**config.mk**
```make
export PLATFORM = sky130hd
export DESIGN_NAME = instr_encoder
export DESIGN_NICKNAME = d
export VERILOG_FILES = /design/src/rtl/instr_encoder.sv
export SDC_FILE = /design/constraint.sdc
export NUM_CORES = 1
export LEC_CHECK = 0
export CAP_MARGIN = 15
export CORE_MARGIN = 4
export CORE_UTILIZATION = 30
export CTS_BUF_LIST = sky130_fd_sc_hd__clkbuf_8
export DETAILED_ROUTE_END_ITERATION = 8
export PLACE_DENSITY_LB_ADDON = 0.25
export REMOVE_ABC_BUFFERS = 1
export SLEW_MARGIN = 25
export SYNTH_ARGS = -nofsm -noshare
export SYNTH_HDL_FRONTEND = slang
export SYNTH_SLANG_ARGS = --single-unit
export TNS_END_PERCENT = 30
```
**constraint.sdc**
```tcl
create_clock -name clk -period 7.2 [get_ports clk]
set_input_delay 0.72 -clock clk [delete_from_list [all_inputs] [get_ports clk]]
set_output_delay 0.72 -clock clk [all_outputs]
set_load 0.01 [all_outputs]
```
**src/rtl/instr_encoder.sv**
```systemverilog
// Streaming MIPS instruction encoder: accepts decoded instruction requests and
// writes the assembled 32-bit words to consecutive instruction-memory addresses.
module instr_encoder #(
   parameter int DEPTH = 256
) (
   input  logic        clk,
   input  logic        rst,
   input  logic        start,
   input  logic [31:0] base_addr,
   input  logic        in_valid,
   output logic        in_ready,
   input  logic [2:0]  in_kind,
   input  logic [2:0]  in_alufn,
   input  logic [4:0]  in_rs,
   input  logic [4:0]  in_rt,
   input  logic [4:0]  in_rd,
   input  logic [15:0] in_imm,
   input  logic [25:0] in_target,
   input  logic        finish,
   output logic        mem_we,
   output logic [31:0] mem_addr,
   output logic [31:0] mem_wdata,
   output logic        busy,
   output logic        done,
   output logic        err,
   output logic [15:0] count
);

   typedef enum logic [1:0] {IDLE, RUN, WRITE, DONE} state_t;

   localparam logic [16:0] DEPTH_L = 17'(DEPTH);

   state_t      state;
   logic [31:0] base;
   logic        accept;

   function automatic logic is_legal(input logic [2:0] kind, input logic [2:0] alufn);
      logic ok;
      ok = 1'b0;
      case (kind)
         3'd0: ok = (alufn == 3'b010) || (alufn == 3'b110) || (alufn == 3'b000) ||
                    (alufn == 3'b001) || (alufn == 3'b111);
         3'd1, 3'd2, 3'd3, 3'd4, 3'd5: ok = 1'b1;
         default: ok = 1'b0;
      endcase
      return ok;
   endfunction

   function automatic logic [5:0] funct_of(input logic [2:0] alufn);
      logic [5:0] f;
      case (alufn)
         3'b010:  f = 6'b100000;
         3'b110:  f = 6'b100010;
         3'b000:  f = 6'b100100;
         3'b001:  f = 6'b100101;
         3'b111:  f = 6'b101010;
         default: f = 6'b000000;
      endcase
      return f;
   endfunction

   function automatic logic [31:0] encode(input logic [2:0] kind, input logic [2:0] alufn,
                                          input logic [4:0] rs, input logic [4:0] rt,
                                          input logic [4:0] rd, input logic [15:0] imm,
                                          input logic [25:0] target);
      logic [31:0] w;
      case (kind)
         3'd0:    w = {6'b000000, rs, rt, rd, 5'b00000, funct_of(alufn)};
         3'd1:    w = {6'b100011, rs, rt, imm};
         3'd2:    w = {6'b101011, rs, rt, imm};
         3'd3:    w = {6'b000100, rs, rt, imm};
         3'd4:    w = {6'b001000, rs, rt, imm};
         3'd5:    w = {6'b000010, target};
         default: w = 32'd0;
      endcase
      return w;
   endfunction

   // Control decode straight from the state register so reset clears them at once
   assign in_ready = (state == RUN) && ({1'b0, count} < DEPTH_L);
   assign accept   = in_valid && in_ready;
   assign mem_we   = (state == WRITE);
   assign busy     = (state == RUN) || (state == WRITE);
   assign done     = (state == DONE);

   always_ff @(posedge clk or posedge rst) begin
      if (rst) begin
         state     <= IDLE;
         base      <= 32'd0;
         count     <= 16'd0;
         err       <= 1'b0;
         mem_addr  <= 32'd0;
         mem_wdata <= 32'd0;
      end else begin
         case (state)
            IDLE: begin
               if (start) begin
                  base  <= base_addr;
                  count <= 16'd0;
                  err   <= 1'b0;
                  state <= RUN;
               end
            end
            RUN: begin
               // An accept wins over a simultaneous finish; the finish is lost
               if (accept) begin
                  if (is_legal(in_kind, in_alufn)) begin
                     mem_addr  <= base + {14'd0, count, 2'b00};
                     mem_wdata <= encode(in_kind, in_alufn, in_rs, in_rt, in_rd, in_imm, in_target);
                     state     <= WRITE;
                  end else begin
                     err <= 1'b1;
                  end
               end else if (finish) begin
                  state <= DONE;
               end
            end
            WRITE: begin
               count <= count + 16'd1;
               state <= RUN;
            end
            DONE: state <= IDLE;
            default: state <= IDLE;
         endcase
      end
   end

endmodule

```
==> impl_metrics.ini <==
[outcome]
status = finished, final reports clean

[yosys]
ys_warn_count = 0
synth-seq-cells = 113
ys_types = 59
async_flop_share_pct = 100
synthCells = 623
synthFlopType = dfrtp_1
synth_edf_count = 0
yosysSeqAreaShare_pct = 46.5
syn_avg_cell_area_um2 = 9.75
netlist_area_um2 = 6080

[route]
vias_per_cell = 4.80
first_iter_violations = 290
wl_um = 17000
via_count = 5144
dr.pass1.iters = 4
ant_nets = 0
wl_per_cell_um = 15.8
drc = 0

[floorplanning]
die_w_um = 150
coreArea_um2 = 19700
dieArea_um2 = 22600
io_pins = 185
start_util_pct = 30.8
fp-row-count = 51
die_h_um = 150

[clocking]
cts_buffer_depth = 2
cts_root_buffer = clkbuf_8
post_cts_buffers = 0
cts.sinks = 113
cts_made_buffers = 17
cts-htree-levels = 4
clk_transition_reported_paths_ns = 0.07
hold_buffers = 0
cts_tree = built
worst_skew_pair.late_latency_ns = 0.45
cts.repair.resized = 0

[critical_path]
path_max_fanout = 65
end_kind = flip-flop
start_kind = primary input
cp.required_ns = 7.53
cp.arrival_ns = 3.67
worstSetupPathType = in -> reg

[timing]
setup_viol = 0
hold_viol_final = 0
finalCritPeriodShare_pct = 46.4
finalSetupTns_ns = 0
fin_worst_skew_ns = 0.0189
drv_slew = 0
worstMarginPinSlew_ns = 0.858
finalCriticalPeriod_ns = 3.34
rsz0062_at_grt = no
slew_headroom_pct = 42.6
max_freq_mhz = 300

[grt]
grt_remaining_overflow = 0
grt_use_total_pct = 15.4
grt_pass1_wl_um = 27000
grt_max_degree = 66
grt_pass1_vias = 5108
antenna_found_initial = 0

[layout]
syn2layout_area_growth_pct = 40.0
drive_above_1_share_pct = 9.93
insertedDiodeCount = 0
mostFrequentLayoutCell = clkdlybuf4s50_1
fin_area_um2 = 8510
fin_util_pct = 43.1
num-fill-cells = 1914
nets = 915
final_cell_mix = 182 x clkdlybuf4s50_1, 113 x dfrtp_1, 91 x nand2_1, 66 x o21ai_0, 33 x mux2_2

[power_and_ir_drop]
peakVddDrop_mv = 0.121
p_per_area_nw_per_um2 = 345
p_leak_uw = 0.00356

[placed_design]
dp_hpwl_um = 12600
place_area_um2 = 8110
io_buffer_count = 183
finalWeightedCongestion = 0.861

[job]
maxCapViolCount = 0

[hold_path]
min_path_type = reg -> reg
==> path summary, 6_finish.rpt <==
check	cells after the start	start	slack, ns	to
min	2	mem_addr[6]$_DFFE_PP0P_	0.48	mem_addr[6]$_DFFE_PP0P_
max reg2reg	8	count[4]$_DFFE_PP0P_	4.18	mem_addr[25]$_DFFE_PP0P_
max	8	in_kind[1]	3.86	mem_addr[31]$_DFFE_PP0P_
max in group asynchronous	3	rst	5.25	base[11]$_DFFE_PP0P_
min in group asynchronous	2	rst	0.74	mem_wdata[12]$_DFFE_PP0P_
min reg2reg	2	mem_addr[6]$_DFFE_PP0P_	0.48	mem_addr[6]$_DFFE_PP0P_
==> where the power goes <==
group	total, µW	switching [µW]	internal (µW)
combinational	1230	572	658
sequential	1090	192	897
clock	618	298	320
==> cell families (layout without fill, tap and decap cells) <==
| family | after synthesis | in the layout | share of synthesized area [%] |
|---|---|---|---|
| simple gates | 184 | 184 | 14.3 |
| compound gates | 176 | 176 | 18.6 |
| flops | 113 | 113 | 46.5 |
| buf+inv | 52 | 235 | 3.71 |
| xor+xnor | 39 | 39 | 5.62 |
| mux | 36 | 36 | 6.61 |
| fa+ha+maj | 22 | 22 | 4.65 |
| other cells | 1 | 1 | 0.0617 |
==> routing by layer <==
layer | share of wire (%) | track usage, % | up-vias
met5 | 0 | 0 | -
met4 | 1.4 | 5.12 | 0
met3 | 8.5 | 6.59 | 18
met2 | 45 | 23.3 | 163
met1 | 45 | 19.9 | 2392
li1 | - | - | 2571
==> area by class of cell <==
cell class	instances	area [µm²]	area share, %
clock inverter	14	156	1.84
sequential	113	2830	33.2
tap	265	332	3.90
multi-input combinational	458	3030	35.6
timing repair buffer	187	1860	21.8
inverter	16	62.6	0.735
clock buffer	18	248	2.91
==> stage by stage <==
| step | hold slack, ns | setup WS (ns) | total power [µW] | std cells |
|---|---|---|---|---|
| floorplan | 0.433 | 3.49 | 1720 | 587 |
| CTS | 0.488 | 3.85 | 2990 | 1071 |
| detailed placement | 0.470 | 3.31 | 2350 | 1039 |
| global route | 0.508 | 3.60 | 3170 | 1071 |
| global placement | 0.453 | 3.43 | 2330 | 1039 |
| finish | 0.481 | 3.86 | 2940 | 1071 |
==> critical path, stage by stage <==
cell and delay, ns:
clkdlybuf4s50_1 0.72, or2_2 0.53, nor2_1 0.15, a22o_1 0.21, or2_4 0.48, buf_4 0.58, nand2b_1 0.11, o31a_1 0.12
==> synth_stat cells, types with 17 or more instances <==
| master | instances | share of area (%) |
|---|---|---|
| xor2_1 | 22 | 3.2 |
| mux2_2 | 33 | 6.1 |
| dfrtp_1 | 113 | 47 |
| nand2_1 | 91 | 5.6 |
| clkbuf_1 | 29 | 1.8 |
| nor2_1 | 30 | 1.9 |
| xnor2_1 | 17 | 2.5 |
| o21ai_0 | 66 | 5.4 |
| ha_1 | 21 | 4.3 |
| a21oi_1 | 26 | 2.1 |
==> registers in the layout, summed over array words and instances, names as in the netlist <==
register	cells
mem_wdata	30
err	1
count	16
state	2
mem_addr	32
base	32
No activity file was read; power rests on OpenSTA's default activity.
